## src/rtl/rs_deint_sched_if.sv

```systemverilog
// rs_deint_sched_if
// -----------------
// Bundles the byte-stream input, codeword-buffer write port and decoder
// start/done handshake of rs_deint_sched.
//
//   new_cvcdu       first byte of a CVCDU (qualified by byte_valid_in)
//   byte_valid_in   byte_in valid
//   byte_in[7:0]    CVCDU byte
//   wr_en_out       codeword buffer write strobe
//   wr_addr_out     buffer address cw*N + sym
//   wr_data_out     byte to write
//   dec_start_out   one-cycle decoder start pulse
//   dec_cw_idx_out  codeword index handed to the decoder
//   dec_done_in     one-cycle decoder completion pulse
//   frame_done_out  pulse after the last codeword completes
//   overrun_out     pulse when a valid byte is dropped
//   sync_err_out    pulse when new_cvcdu arrives mid-frame
//   frame_cnt_out   completed-frame counter (only with RS_FRAME_CNT_EN)
//
// slave  : the scheduler side
// master : the side driving the byte stream and modelling the decoder
interface rs_deint_sched_if;
    logic        new_cvcdu;
    logic        byte_valid_in;
    logic [7:0]  byte_in;
    logic        wr_en_out;
    logic [9:0]  wr_addr_out;
    logic [7:0]  wr_data_out;
    logic        dec_start_out;
    logic [1:0]  dec_cw_idx_out;
    logic        dec_done_in;
    logic        frame_done_out;
    logic        overrun_out;
    logic        sync_err_out;
`ifdef RS_FRAME_CNT_EN
    logic [15:0] frame_cnt_out;

    modport slave (
        input  new_cvcdu, byte_valid_in, byte_in, dec_done_in,
        output wr_en_out, wr_addr_out, wr_data_out, dec_start_out,
               dec_cw_idx_out, frame_done_out, overrun_out, sync_err_out,
               frame_cnt_out
    );

    modport master (
        output new_cvcdu, byte_valid_in, byte_in, dec_done_in,
        input  wr_en_out, wr_addr_out, wr_data_out, dec_start_out,
               dec_cw_idx_out, frame_done_out, overrun_out, sync_err_out,
               frame_cnt_out
    );
`else
    modport slave (
        input  new_cvcdu, byte_valid_in, byte_in, dec_done_in,
        output wr_en_out, wr_addr_out, wr_data_out, dec_start_out,
               dec_cw_idx_out, frame_done_out, overrun_out, sync_err_out
    );

    modport master (
        output new_cvcdu, byte_valid_in, byte_in, dec_done_in,
        input  wr_en_out, wr_addr_out, wr_data_out, dec_start_out,
               dec_cw_idx_out, frame_done_out, overrun_out, sync_err_out
    );
`endif
endinterface

```

## src/rtl/rs_deint_sched.sv

```systemverilog
// rs_deint_sched
// --------------
// De-interleaves each 1020-byte CVCDU (depth 4) into four 255-byte RS
// codewords by generating codeword-buffer write addresses, then hands the
// codewords to the RS decoder one at a time over a start/done handshake.
//
// Ports:
//   clk_in  system clock
//   rst_in  synchronous active-low reset
//   bus     rs_deint_sched_if.slave (byte stream, buffer write, decoder
//           handshake, status pulses; see the interface file)
//
// Optional feature: define RS_FRAME_CNT_EN to add bus.frame_cnt_out, a
// 16-bit wrapping count of frame_done_out pulses.
//
// state | meaning
// ------+----------------------------------------------------------------
// IDLE  | waiting for a byte carrying new_cvcdu; other bytes discarded
// FILL  | writing bytes k=1..1019 into the buffer
// START | frame complete; issue the start pulse for codeword 0
// WAIT  | decoder busy on dec_cw_idx_out; done starts the next codeword
//       | directly, or ends the frame after codeword 3
module rs_deint_sched #(
    parameter int DEPTH = 4,
    parameter int N     = 255
) (
    input  logic            clk_in,
    input  logic            rst_in,
    rs_deint_sched_if.slave bus
);

    localparam logic [1:0] IDLE  = 2'd0;
    localparam logic [1:0] FILL  = 2'd1;
    localparam logic [1:0] START = 2'd2;
    localparam logic [1:0] WAIT  = 2'd3;

    localparam logic [1:0] CW_LAST  = 2'(DEPTH - 1);
    localparam logic [7:0] SYM_LAST = 8'(N - 1);

    logic [1:0] state;
    logic [1:0] cw;
    logic [7:0] sym;
    logic [1:0] dec_idx;

    logic       wr_en_q;
    logic [9:0] wr_addr_q;
    logic [7:0] wr_data_q;
    logic       dec_start_q;
    logic       frame_done_q;
    logic       overrun_q;
    logic       sync_err_q;

    logic [9:0] addr_calc;
    logic       mid_frame;
    logic       last_byte;

    assign addr_calc = 10'(cw) * 10'(N) + 10'(sym);
    assign mid_frame = (cw != 2'd0) || (sym != 8'd0);
    assign last_byte = (cw == CW_LAST) && (sym == SYM_LAST);

    always_ff @(posedge clk_in) begin
        if (!rst_in) begin
            state        <= IDLE;
            cw           <= 2'd0;
            sym          <= 8'd0;
            dec_idx      <= 2'd0;
            wr_en_q      <= 1'b0;
            wr_addr_q    <= 10'd0;
            wr_data_q    <= 8'd0;
            dec_start_q  <= 1'b0;
            frame_done_q <= 1'b0;
            overrun_q    <= 1'b0;
            sync_err_q   <= 1'b0;
        end else begin
            wr_en_q      <= 1'b0;
            dec_start_q  <= 1'b0;
            frame_done_q <= 1'b0;
            overrun_q    <= 1'b0;
            sync_err_q   <= 1'b0;

            case (state)
                IDLE: begin
                    if (bus.byte_valid_in && bus.new_cvcdu) begin
                        wr_en_q   <= 1'b1;
                        wr_addr_q <= 10'd0;
                        wr_data_q <= bus.byte_in;
                        cw        <= 2'd1;
                        sym       <= 8'd0;
                        state     <= FILL;
                    end
                end

                FILL: begin
                    if (bus.byte_valid_in) begin
                        wr_en_q   <= 1'b1;
                        wr_data_q <= bus.byte_in;
                        if (bus.new_cvcdu && mid_frame) begin
                            // Resynchronise: this byte becomes k=0 of a new frame.
                            sync_err_q <= 1'b1;
                            wr_addr_q  <= 10'd0;
                            cw         <= 2'd1;
                            sym        <= 8'd0;
                        end else begin
                            wr_addr_q <= addr_calc;
                            if (last_byte) begin
                                cw    <= 2'd0;
                                sym   <= 8'd0;
                                state <= START;
                            end else begin
                                cw <= cw + 2'd1;
                                if (cw == CW_LAST) begin
                                    sym <= sym + 8'd1;
                                end
                            end
                        end
                    end
                end

                START: begin
                    overrun_q   <= bus.byte_valid_in;
                    dec_start_q <= 1'b1;
                    state       <= WAIT;
                end

                WAIT: begin
                    overrun_q <= bus.byte_valid_in;
                    if (bus.dec_done_in) begin
                        if (dec_idx != CW_LAST) begin
                            // Start the next codeword straight away so it follows
                            // done by a single cycle.
                            dec_idx     <= dec_idx + 2'd1;
                            dec_start_q <= 1'b1;
                        end else begin
                            dec_idx      <= 2'd0;
                            frame_done_q <= 1'b1;
                            state        <= IDLE;
                        end
                    end
                end

                default: state <= IDLE;
            endcase
        end
    end

`ifdef RS_FRAME_CNT_EN
    logic [15:0] frame_cnt;

    always_ff @(posedge clk_in) begin
        if (!rst_in) begin
            frame_cnt <= 16'd0;
        end else if (frame_done_q) begin
            frame_cnt <= frame_cnt + 16'd1;
        end
    end

    assign bus.frame_cnt_out = frame_cnt;
`endif

    assign bus.wr_en_out      = wr_en_q;
    assign bus.wr_addr_out    = wr_addr_q;
    assign bus.wr_data_out    = wr_data_q;
    assign bus.dec_start_out  = dec_start_q;
    assign bus.dec_cw_idx_out = dec_idx;
    assign bus.frame_done_out = frame_done_q;
    assign bus.overrun_out    = overrun_q;
    assign bus.sync_err_out   = sync_err_q;

endmodule

```

## src/flat_wrapper.sv

```systemverilog
// flat-port wrapper written by rule: the top's interface ports become plain ports
module rs_deint_sched_flat 
#(
    parameter int DEPTH = 4,
    parameter int N     = 255
)
  (clk_in, rst_in, bus_new_cvcdu, bus_byte_valid_in, bus_byte_in, bus_dec_done_in, bus_wr_en_out, bus_wr_addr_out, bus_wr_data_out, bus_dec_start_out, bus_dec_cw_idx_out, bus_frame_done_out, bus_overrun_out, bus_sync_err_out);
  rs_deint_sched_if bus_i ();
  input  logic clk_in;
  input  logic rst_in;
  input wire logic [$bits(bus_i.new_cvcdu)-1:0] bus_new_cvcdu;
  input wire logic [$bits(bus_i.byte_valid_in)-1:0] bus_byte_valid_in;
  input wire logic [$bits(bus_i.byte_in)-1:0] bus_byte_in;
  input wire logic [$bits(bus_i.dec_done_in)-1:0] bus_dec_done_in;
  output wire logic [$bits(bus_i.wr_en_out)-1:0] bus_wr_en_out;
  output wire logic [$bits(bus_i.wr_addr_out)-1:0] bus_wr_addr_out;
  output wire logic [$bits(bus_i.wr_data_out)-1:0] bus_wr_data_out;
  output wire logic [$bits(bus_i.dec_start_out)-1:0] bus_dec_start_out;
  output wire logic [$bits(bus_i.dec_cw_idx_out)-1:0] bus_dec_cw_idx_out;
  output wire logic [$bits(bus_i.frame_done_out)-1:0] bus_frame_done_out;
  output wire logic [$bits(bus_i.overrun_out)-1:0] bus_overrun_out;
  output wire logic [$bits(bus_i.sync_err_out)-1:0] bus_sync_err_out;
  assign bus_i.new_cvcdu = bus_new_cvcdu;
  assign bus_i.byte_valid_in = bus_byte_valid_in;
  assign bus_i.byte_in = bus_byte_in;
  assign bus_i.dec_done_in = bus_dec_done_in;
  assign bus_wr_en_out = bus_i.wr_en_out;
  assign bus_wr_addr_out = bus_i.wr_addr_out;
  assign bus_wr_data_out = bus_i.wr_data_out;
  assign bus_dec_start_out = bus_i.dec_start_out;
  assign bus_dec_cw_idx_out = bus_i.dec_cw_idx_out;
  assign bus_frame_done_out = bus_i.frame_done_out;
  assign bus_overrun_out = bus_i.overrun_out;
  assign bus_sync_err_out = bus_i.sync_err_out;
  rs_deint_sched #(.DEPTH(DEPTH), .N(N)) u_core (.clk_in(clk_in), .rst_in(rst_in), .bus(bus_i));
endmodule
```

## config.mk

```make
export PLATFORM = sky130hd
export DESIGN_NAME = rs_deint_sched_flat
export DESIGN_NICKNAME = d
export VERILOG_FILES = /design/src/rtl/rs_deint_sched_if.sv /design/src/rtl/rs_deint_sched.sv /design/src/flat_wrapper.sv
export SDC_FILE = /design/constraint.sdc
export NUM_CORES = 1
export LEC_CHECK = 0
export BUFFER_PORTS_ARGS = -buffer_cell sky130_fd_sc_hd__buf_2
export CAP_MARGIN = 20
export CELL_PAD_IN_SITES_DETAIL_PLACEMENT = 1
export CELL_PAD_IN_SITES_GLOBAL_PLACEMENT = 1
export CORE_UTILIZATION = 38
export DETAILED_ROUTE_END_ITERATION = 7
export GPL_ROUTABILITY_DRIVEN = 0
export HOLD_SLACK_MARGIN = 0.02
export PLACE_DENSITY_LB_ADDON = 0.2
export SLEW_MARGIN = 20
export SYNTH_ARGS = -nofsm -noshare
export SYNTH_HDL_FRONTEND = slang
export SYNTH_SLANG_ARGS = --single-unit
```

## constraint.sdc

```tcl
create_clock -name clk_in -period 2.6 [get_ports clk_in]
set_clock_uncertainty 0.1 [all_clocks]
set_input_delay 0 -clock clk_in [delete_from_list [all_inputs] [get_ports clk_in]]
set_output_delay 0 -clock clk_in [all_outputs]
set_load 0.05 [all_outputs]
```

* Word level (Yosys, flattened, before mapping)
Index checks and enable logic that the tools add are counted.
** Storage, ports and cells
- Register bits after elaboration :: 37
- Bits in latches :: 0
- RAM bits :: 0
- Memory bits (read-only) :: 0
- Bits of input ports :: 13
- Output and inout port bits :: 25
- Logic and storage cells :: 78
- Memories kept :: 0
** Cells by class
- $add $sub $neg :: 4
- Multiply operators :: 1
- Div/mod/pow operators :: 0
- $lt $le $gt $ge :: 0
- Equality and inequality tests :: 13
- Shift-type cells :: 0
- Muxes and demuxes :: 33
- Bitwise gates (word level) :: 0
- Reductions and logical operators :: 16
** Operator list (number)
- $mux 8 :: 7
- $pmux 8 s2 :: 2
- $mux 10 :: 3
- $mux 2 :: 10
- $pmux 10 s2 :: 1
- $add 10x8->10 :: 1
- $mul 2x8->10 const B :: 1
- $ne 2x2->1 const B :: 5
- $reduce_and 3->1 :: 3
- $add 8x1->8 const B :: 1
- $eq 8x8->1 const B :: 1
- $pmux 2 s4 :: 1
- $reduce_bool 8->1 :: 1
- $eq 2x2->1 const B :: 3
- $mux 1 :: 6
- $reduce_and 6->1 :: 1
- $add 2x1->2 const B :: 2
- $ne 2x1->1 const B :: 2
- $ne 4x1->1 const B :: 1
- $pmux 1 s2 :: 2
- $pmux 2 s2 :: 1
- $reduce_and 2->1 :: 2
- $reduce_and 4->1 :: 1
- $reduce_bool 2->1 :: 2
- other kinds (5) :: 7

* Logic depth before layout (Yosys ltp)
Gate-level depths: netlist of run 1.
- Depth after elaboration :: 6
- Gate-level depth with buffers :: 8
- Depth with buffers taken out :: 8

* Least setup slack after synthesis of run 1
OpenSTA, ideal clock, no wires.
- Path kind :: reg-to-reg
- From :: register u_core.cw[0]
- To :: register u_core.wr_addr_q[7] (netlist: u_core.bus.wr_addr_out[7])
- Library setup time :: 0.115 ns
- Arrival time :: 2.524 ns
- Required time :: 2.385 ns
- Slack :: -0.138 ns
- Cell stages (with the launch flop) :: 9
- Path buffers :: 0
- Clock period less this slack :: 2.738 ns
- Cells stage by stage :: dfxtp_1 > fa_1 > ha_1 > fa_1 > a211o_1 > a21oi_1 > o21ai_0 > and3b_1 > o21a_1
** Between the ends
- Longest elaborated chain between the ends :: 6
** RTL lines
- start, declared :: line rs_deint_sched.sv:41 : logic [1:0] cw;
- start signal, assigned :: line rs_deint_sched.sv:110 : cw <= cw + 2'd1;
- branches (longest 3 deep; another with $mul 2x8->10)
- $mux 10 (*) :: line rs_deint_sched.sv:97 : if (bus.new_cvcdu && mid_frame) begin
- $mux 10 (*) :: line rs_deint_sched.sv:94 : if (bus.byte_valid_in) begin
- $pmux 10 s2 (*) :: line rs_deint_sched.sv:81 : case (state)
- end signal, assigned :: line rs_deint_sched.sv:104 : wr_addr_q <= addr_calc;
- end, declared :: line rs_deint_sched.sv:46 : logic [9:0] wr_addr_q;
Every way passes the cells marked *. The select of a mux whose other input is x is not followed.
A chain may end at the register's enable or synchronous reset.

* Worst setup path after layout of run 1
Ends and elaborated chain as after synthesis.

==> results.json, run 1 <==
{
  "tightest_slew_ns": 0.4607,
  "io_pins": 38,
  "cts_max_path_buffers": 2,
  "syn_avg_cell_area_um2": 9.194,
  "cts.sinks": 37,
  "synth_edf_count": 0,
  "cp_slowest_cell": "fa_1",
  "setup_viol": 0,
  "p_leak_nw": 1.277,
  "track_usage_pct": 19.35,
  "path_clk_slew_ns": 0.07,
  "async_flop_share_pct": 0,
  "layout-drive-gt1-share_pct": 21.97,
  "grt_overflow_total": 0,
  "start_util_pct": 40.00,
  "outcome": "finished, final reports clean",
  "ys.flop_type": "dfxtp_1",
  "drc": 0,
  "syn_inst": 244,
  "synth_seq_area_share_pct": 33.02,
  "ys_ff_latch": 37,
  "synth_area_mm2": 0.002243,
  "whs_ns": 0.1857,
  "wl_per_cell_um": 14.52,
  "layout_common_cells": "37 x buf_2, 35 x dfxtp_1, 33 x nand2_1",
  "slew_headroom_pct": 69.10,
  "cp-start-kind": "register",
  "cts_buffers": 5,
  "critPathCaptureType": "register",
  "design.die.area_mm2": 0.006215,
  "synth_nets": 285,
  "cpPeakStageDelay_ns": 0.45,
  "final_common_cell": "buf_2",
  "crit_type": "register to register",
  "arrival_ns": 2.60,
  "wirelength_mm": 5.474,
  "hold_viol": 0,
  "antenna_found_initial": 0,
  "period_needed_ns": 2.509,
  "n_antenna_cell": 0,
  "rows": 27,
  "clk_latency_ns": 0.29,
  "drt-pass1-iter-count": 4,
  "drt_iter0_drc": 48,
  "slew_violations": 0,
  "final.setup.tns_ns": 0,
  "vias": 1949,
  "viasPerCell": 5.170,
  "min_path_type": "input port to register",
  "cts-root-buf": "clkbuf_8",
  "port_buffers": 37,
  "peakVddDrop_uv": 354.1,
  "hpwl_mm": 3.923,
  "crit_fanout": 4,
  "fmax_mhz": 398.5,
  "synthToLayoutAreaGrowth_pct": 24.87,
  "fill_cells": 665,
  "grt_pass1_wl_mm": 9.349,
  "core_area_mm2": 0.005608,
  "cp_cell_sequence": "fa_1, ha_1, fa_1, a211o_1, a21oi_1, o21ai_0, and3b_1, o21a_1",
  "die_w_um": 78.84,
  "ys_warn_count": 0,
  "detail-route-antenna-nets": 0,
  "grt_pass1_vias": 2005,
  "rsz0062_at_grt": "no",
  "yosysUniqueCellTypes": 51,
  "crit_top_cell": "fa_1",
  "max-cap-violations": 0,
  "crit_required_ns": 2.69,
  "grt_max_degree": 25,
  "cts_tree": "yes",
  "h-tree-depth": 2,
  "die_h_um": 78.84,
  "nets": 346,
  "min_period_over_period_pct": 96.51,
  "p_per_area_mw_per_mm2": 613.9,
  "cts_setup_buffers": 0
}
state kept, by name (all words and copies together), names as in the netlist:
register and count:
u_core.bus.dec_start_out 1, u_core.bus.overrun_out 1, u_core.bus.frame_done_out 1, u_core.state 2, u_core.bus.wr_data_out 8, u_core.sym 8, u_core.bus.wr_en_out 1, u_core.bus.dec_cw_idx_out 2
u_core.bus.wr_addr_out 10, u_core.cw 2, u_core.bus.sync_err_out 1
layout make-up:
cell class | instances | area, um2 | share of cell area [%]
Clock buffer | 7 | 86.33 | 3.082
Inverter | 12 | 45.04 | 1.608
Tap cell | 72 | 90.09 | 3.216
Multi-Input combinational cell | 186 | 1415 | 50.51
Sequential cell | 37 | 745.7 | 26.62
Timing Repair Buffer | 63 | 419.2 | 14.96
cell usage after synthesis (2+ instances only):
cell type,number,area share (%)
and2_1,2,0.56
dfxtp_1,37,33
clkbuf_1,6,1.0
a22oi_1,6,2.0
nor2_1,14,2.3
o21ai_1,3,0.67
nand3_1,7,1.6
inv_1,12,2.0
fa_1,8,7.1
a22o_1,2,0.78
a21boi_1,9,3.0
a21oi_1,11,2.5
o21a_1,4,1.3
nor3_1,3,0.67
o21ai_0,6,1.3
nand2_1,33,5.5
nand4_1,3,0.84
a21o_1,2,0.67
nor2b_1,11,3.1
ha_1,20,11
nand2b_1,4,1.1
a211o_1,2,0.78
a21boi_0,2,0.67
a31oi_1,5,1.4
a32oi_1,2,0.78
nor4_4,2,1.9
mux2i_1,4,1.8
what timing repair did:
item                                   CTS  global route
setup endpoints to repair                0             3
gates resized for setup                  0             3
endpoints found under the hold margin   17             0
hold buffers                            14             0
cell families after synthesis:
logic type	share of synthesized area [%]
flops	33.02
buf+inv	3.903
xor+xnor	0.7810
fa+ha+maj	18.29
simple gates	22.53
compound gates	19.69
mux	1.785
final timing paths:
path	from	endpoint	slack, ns	cells past startpoint
worst max register to register	u_core.cw[0]	u_core.bus.wr_addr_out[7]	0.09	8
worst max-delay path	u_core.cw[0]	u_core.bus.wr_addr_out[7]	0.09	8
worst min-delay path	bus_new_cvcdu	u_core.bus.sync_err_out	0.19	3
worst min register to register	u_core.bus.wr_data_out[5]	u_core.bus.wr_data_out[5]	0.35	2
metrics by stage:
| stage | setup WS, ns | instances | util, % | total power [W] | instance area, um2 |
|---|---|---|---|---|---|
| 3_3_place_gp | 0.1209 | 356 | 45.81 | 0.001281 | 2569 |
| 4_1_cts | 0.07135 | 377 | 49.84 | 0.001744 | 2795 |
| 2_1_floorplan | 0.05344 | 244 | - | 0.001132 | 2246 |
| 6_report | 0.09064 | 377 | 49.96 | 0.001720 | 2801 |
| 3_5_place_dp | 0.09298 | 356 | 45.81 | 0.001296 | 2569 |
| 5_1_grt | 0.002425 | 377 | 49.96 | 0.001841 | 2801 |
power breakdown:
part | switching (W) | internal, W | leakage (nW)
sequential | 0.0000327 | 0.000613 | 0.301
clock | 0.000208 | 0.000211 | 0.0443
combinational | 0.000411 | 0.000244 | 0.932
critical path, delay by kind of cell (launching register included):
kind / cells / cell delay, ns
adders and majority gates: 3 / 1.11
AOI/OAI and AO/OA: 4 / 0.66
DFF: 1 / 0.37
and+or+nand+nor: 1 / 0.16
layer usage:
| layer | vias to the layer above | GRT usage [%] | routed length (um) |
|---|---|---|---|
| li1 | 983 | - | - |
| met1 | 931 | 22.94 | 2547 |
| met2 | 30 | 34.70 | 2685 |
| met3 | 5 | 4.483 | 192 |
| met4 | 0 | 5.455 | 48 |
| met5 | - | 0 | 0 |
No activity file was read; power rests on OpenSTA's default activity.
==> run 2, diff against run 1 <==
CORE_UTILIZATION = 40   (was 38)
CTS_BUF_LIST = sky130_fd_sc_hd__clkbuf_2   (was default)
PLACE_DENSITY = 0.87   (was default)
PLACE_DENSITY_LB_ADDON = default   (was 0.2)
==> run 2 against run 1 <==
  * Total power fell by 8.1%
  * Via count rose by 1.7%
  * Critical endpoint unchanged
  * Combinational power rose by 3.1%
  * Die area fell by 4.9%
  * Largest cell class unchanged
==> results.json, run 2 (synthesis gave the netlist of run 1 again) <==
{
  "outcome": "finished, final reports clean",
  "p_switching_w": 0.0006559,
  "cts-root-buf": "clkbuf_2",
  "startpoint": "u_core.cw[0]",
  "slew_violations": 0,
  "setup_ws_ns": 0.1134,
  "p_leak_nw": 1.234,
  "fill_cells": 624,
  "cts_max_path_buffers": 2,
  "tightest_slew_ns": 0.6433,
  "h-tree-depth": 2,
  "n_antenna_cell": 0,
  "r2r_slack_ns": 0.11,
  "regArea_um2": 745.7,
  "p_per_area_mw_per_mm2": 577.6,
  "antenna_found_initial": 0,
  "nets": 343,
  "min_path_type": "input port to register",
  "timing.rr.start": "u_core.cw[0]",
  "fmax_mhz": 402.2,
  "cp-endpoint": "u_core.bus.wr_addr_out[7]",
  "viasPerCell": 5.328,
  "layout_common_cells": "37 x buf_2, 35 x dfxtp_1, 33 x nand2_1",
  "dp.cells": 353,
  "drt-pass1-iter-count": 4,
  "peakVddDrop_uv": 391.8,
  "layout-drive-gt1-share_pct": 23.18,
  "setup_viol": 0,
  "die_w_um": 76.89,
  "max-cap-violations": 0,
  "layout.cells.non_filler": 372,
  "clkPwrFrac_pct": 16.3,
  "grt_pass1_vias": 2111,
  "grt_max_degree": 39,
  "port_buffers": 37,
  "rows": 26,
  "hold_viol": 0,
  "vias": 1982,
  "hold_start": "bus_new_cvcdu",
  "wirelength_mm": 5.733,
  "min_period_over_period_pct": 95.64,
  "cts_tree": "yes",
  "seqPwrFrac_pct": 41.0,
  "cts_setup_buffers": 0,
  "synthToLayoutAreaGrowth_pct": 21.92,
  "die_h_um": 76.89,
  "hpwl_mm": 4.124,
  "design.die.area_mm2": 0.005912,
  "slew_headroom_pct": 57.11,
  "cp-start-kind": "register",
  "arrival_ns": 2.71,
  "cts_buffers": 5,
  "final.setup.tns_ns": 0,
  "drc": 0,
  "grt_overflow_total": 0,
  "dp_slack_ns": 0.04601,
  "clk_latency_ns": 0.41,
  "cts.sinks": 37,
  "detail-route-antenna-nets": 0,
  "crit_type": "register to register",
  "multiInputGateArea_mm2": 0.001435,
  "critPathCaptureType": "register",
  "final_common_cell": "buf_2",
  "p_total_w": 0.001580,
  "grt_pass1_wl_mm": 9.770,
  "rr_worst_depth": 8,
  "io_pins": 38,
  "crit_required_ns": 2.82,
  "period_needed_ns": 2.487,
  "r2r_end": "u_core.bus.wr_addr_out[7]",
  "crit_fanout": 4,
  "netSwitchingFraction_pct": 41.51,
  "largest_reg_flops": 10,
  "intPower_w": 0.0009240,
  "p_comb_share_pct": 42.7,
  "path_clk_slew_ns": 0.18,
  "wl_per_cell_um": 15.41,
  "core_area_mm2": 0.005238,
  "drt_iter0_drc": 74,
  "track_usage_pct": 20.77,
  "start_util_pct": 42.83
}
[run 2: final cells by class]
class                           count  share of cell area [%]
Inverter                           12                   1.647
Sequential cell                    37                   27.26
Multi-Input combinational cell    186                   52.47
Timing Repair Buffer               60                   14.18
Clock buffer                        6                   1.098
Clock inverter                      1                  0.1372
Tap cell                           70                   3.202
[run 2: metrics by stage]
step           util (%)  hold slack, ns  area, um2
6_report          52.22         0.05888       2735
5_1_grt           52.22         0.04743       2735
4_1_cts           51.79         0.03491       2713
3_5_place_dp      48.85          0.1502       2559
3_3_place_gp      48.85          0.1397       2559
2_1_floorplan         -         0.03489       2246
[run 2: power by group through the flow]
stage               Clock [W]  Sequential (W)  Combinational (W)
floorplan                   0        0.000760           0.000373
global placement            0        0.000653           0.000617
detailed placement          0        0.000659           0.000645
CTS                  0.000270        0.000648           0.000665
global route         0.000288        0.000653           0.000742
finish               0.000258        0.000648           0.000675
[run 2: repair_timing]
action | 4_1_cts | 5_1_grt
endpoints found under the hold margin | 19 | 0
resized for setup | 0 | 6
hold buffers | 12 | 0
endpoints found under the setup margin | 0 | 4
[run 2: worst min path at each step]
stage                                      to  slack (ns)  cells after the start
detailed placement  u_core.bus.wr_data_out[0]        0.15                      3
global route          u_core.bus.sync_err_out        0.05                      3
global placement    u_core.bus.wr_data_out[1]        0.14                      3
CTS                   u_core.bus.sync_err_out        0.03                      3
floorplan           u_core.bus.wr_data_out[0]        0.03                      2
finish                u_core.bus.sync_err_out        0.06                      3
[run 2: critical path, cell delays in order, from the launching register on]
cell and delay, ns:
dfxtp_4 0.40, fa_1 0.46, ha_2 0.22, fa_2 0.39, a211o_1 0.29, a21oi_1 0.12
o21ai_0 0.09, and3b_1 0.16, o21a_1 0.17
[run 2: per-layer routing]
metal	part of all wire, %	track usage (%)	wire length, um	vias to the layer above
met1	43	23.05	2450	962
li1	-	-	-	975
met2	52	38.84	2999	35
met4	1.6	6.731	94	0
met5	0	0	0	-
met3	3.3	4.405	189	10
==> run 3, diff against run 2 <==
CELL_PAD_IN_SITES_DETAIL_PLACEMENT = default   (was 1)
CELL_PAD_IN_SITES_GLOBAL_PLACEMENT = default   (was 1)
CORE_UTILIZATION = 52   (was 40)
==> run 3 against run 2 <==
  * Clock-buffer cell count fell by 1
  * Final cell count fell by 2.7%
  * Global-route usage rose by 5.3 points
  * Register-to-register slack improved by 0.02 ns
  * Largest cell class unchanged
==> results.json, run 3 (synthesis gave the netlist of run 1 again) <==
{
  "max-cap-violations": 0,
  "min_period_over_period_pct": 95.05,
  "cp_cell_sequence": "fa_1, ha_1, fa_2, a211o_1, a21oi_1, o21ai_0, and3b_1, o21a_1",
  "h-tree-depth": 2,
  "arrival_ns": 2.70,
  "setup_viol": 0,
  "crit_required_ns": 2.83,
  "critical_path.top_delay_family": "adder cells",
  "critPathCaptureType": "register",
  "synthToLayoutAreaGrowth_pct": 25.54,
  "crit_buf_inv": 0,
  "timing.rr.start": "u_core.cw[0]",
  "grt_max_degree": 39,
  "fmax_mhz": 404.6,
  "tightest_slew_ns": 0.5880,
  "hold_start": "bus_dec_done_in",
  "start_util_pct": 55.29,
  "path_clk_slew_ns": 0.19,
  "layout_common_cells": "37 x buf_2, 35 x dfxtp_1, 33 x nand2_1",
  "drt-pass1-iter-count": 4,
  "peakVddDrop_uv": 414.4,
  "drt_iter0_drc": 58,
  "setup_ws_ns": 0.1286,
  "hold_viol": 0,
  "wirelength_mm": 5.160,
  "final.setup.tns_ns": 0,
  "grt_pass1_wl_mm": 8.866,
  "nets": 352,
  "track_usage_pct": 26.08,
  "period_needed_ns": 2.471,
  "antenna_found_initial": 0,
  "grt_overflow_total": 0,
  "vias": 2024,
  "hpwl_mm": 3.309,
  "layout-drive-gt1-share_pct": 22.12,
  "startpoint": "u_core.cw[0]",
  "outcome": "finished, final reports clean",
  "io_pins": 38,
  "rsz0062_at_grt": "no",
  "grt_use_met3_pct": 6.419,
  "detail-route-antenna-nets": 0,
  "n_antenna_cell": 0,
  "cts_setup_buffers": 0,
  "dp_slack_ns": 0.1001,
  "final_common_cell": "buf_2",
  "die_h_um": 67.68,
  "min_path_type": "input port to register",
  "crit_type": "register to register",
  "cts_tree": "yes",
  "clk_latency_ns": 0.41,
  "finalCoreUtilization_pct": 69.41,
  "cp-start-kind": "register",
  "slew_headroom_pct": 60.80,
  "grt_util_met1_pct": 28.99,
  "drc": 0,
  "cts.sinks": 37,
  "p_total_w": 0.001601,
  "core_area_mm2": 0.004058,
  "p_per_area_mw_per_mm2": 568.5,
  "whs_ns": 0.3848,
  "grt_pass1_vias": 2082,
  "cpPeakStageDelay_ns": 0.46,
  "crit_fanout": 4,
  "cts-root-buf": "clkbuf_2",
  "cts_buffers": 5,
  "slew_violations": 0,
  "design.die.area_mm2": 0.004581,
  "cp_slowest_cell": "fa_1",
  "p_leak_nw": 1.305,
  "grtUsageMet2_pct": 46.29,
  "cts_max_path_buffers": 2,
  "die_w_um": 67.68,
  "top_usage_layer": "met2",
  "rows": 23,
  "largest_reg_flops": 10,
  "port_buffers": 37,
  "wl_per_cell_um": 14.25,
  "viasPerCell": 5.591
}
## run 3: cell type report
cell class | instances | area (um2)
clock buffers | 5 | 25.02
multi-input cells | 186 | 1438
clock inverters | 3 | 17.52
well taps | 50 | 62.56
inverters | 12 | 45.04
fillers | 292 | 1241
flip-flops and latches | 37 | 745.7
repair buffers | 69 | 483.0
## run 3: path summary, 6_finish.rpt
check                         endpoint  cells after the start  slack (ns)
min reg2reg            u_core.state[1]                      2        0.41
max reg2reg  u_core.bus.wr_addr_out[7]                      8        0.13
max          u_core.bus.wr_addr_out[7]                      8        0.13
min          u_core.bus.frame_done_out                      4        0.38
## run 3: where the power goes
group	switching [W]	leakage, nW	internal [W]
clock network	0.000199	0.0287	0.0000626
registers	0.0000324	0.301	0.000614
logic	0.000426	0.975	0.000267
## run 3: layer usage
| metal | wire length (um) | vias up |
|---|---|---|
| met3 | 214 | 14 |
| met5 | 0 | - |
| met2 | 2690 | 52 |
| li1 | - | 996 |
| met1 | 2127 | 962 |
| met4 | 127 | 0 |
## run 3: through the flow
step | std cells | area [um2]
floorplan | 244 | 2246
global placement | 331 | 2519
detailed placement | 331 | 2519
CTS | 361 | 2781
global route | 362 | 2816
finish | 362 | 2816
## run 3: repair_timing
item / 4_1_cts / 5_1_grt
hold buffers: 22 / 1
endpoints found under the setup margin: 0 / 12
gates resized for setup: 0 / 5
hold endpoints to repair: 29 / 1
## run 3: tightest hold or removal path, delay by kind of cell
| kind | cells | cell delay, ns |
|---|---|---|
| simple gates | 2 | 0.20 |
| buf+inv | 2 | 0.67 |
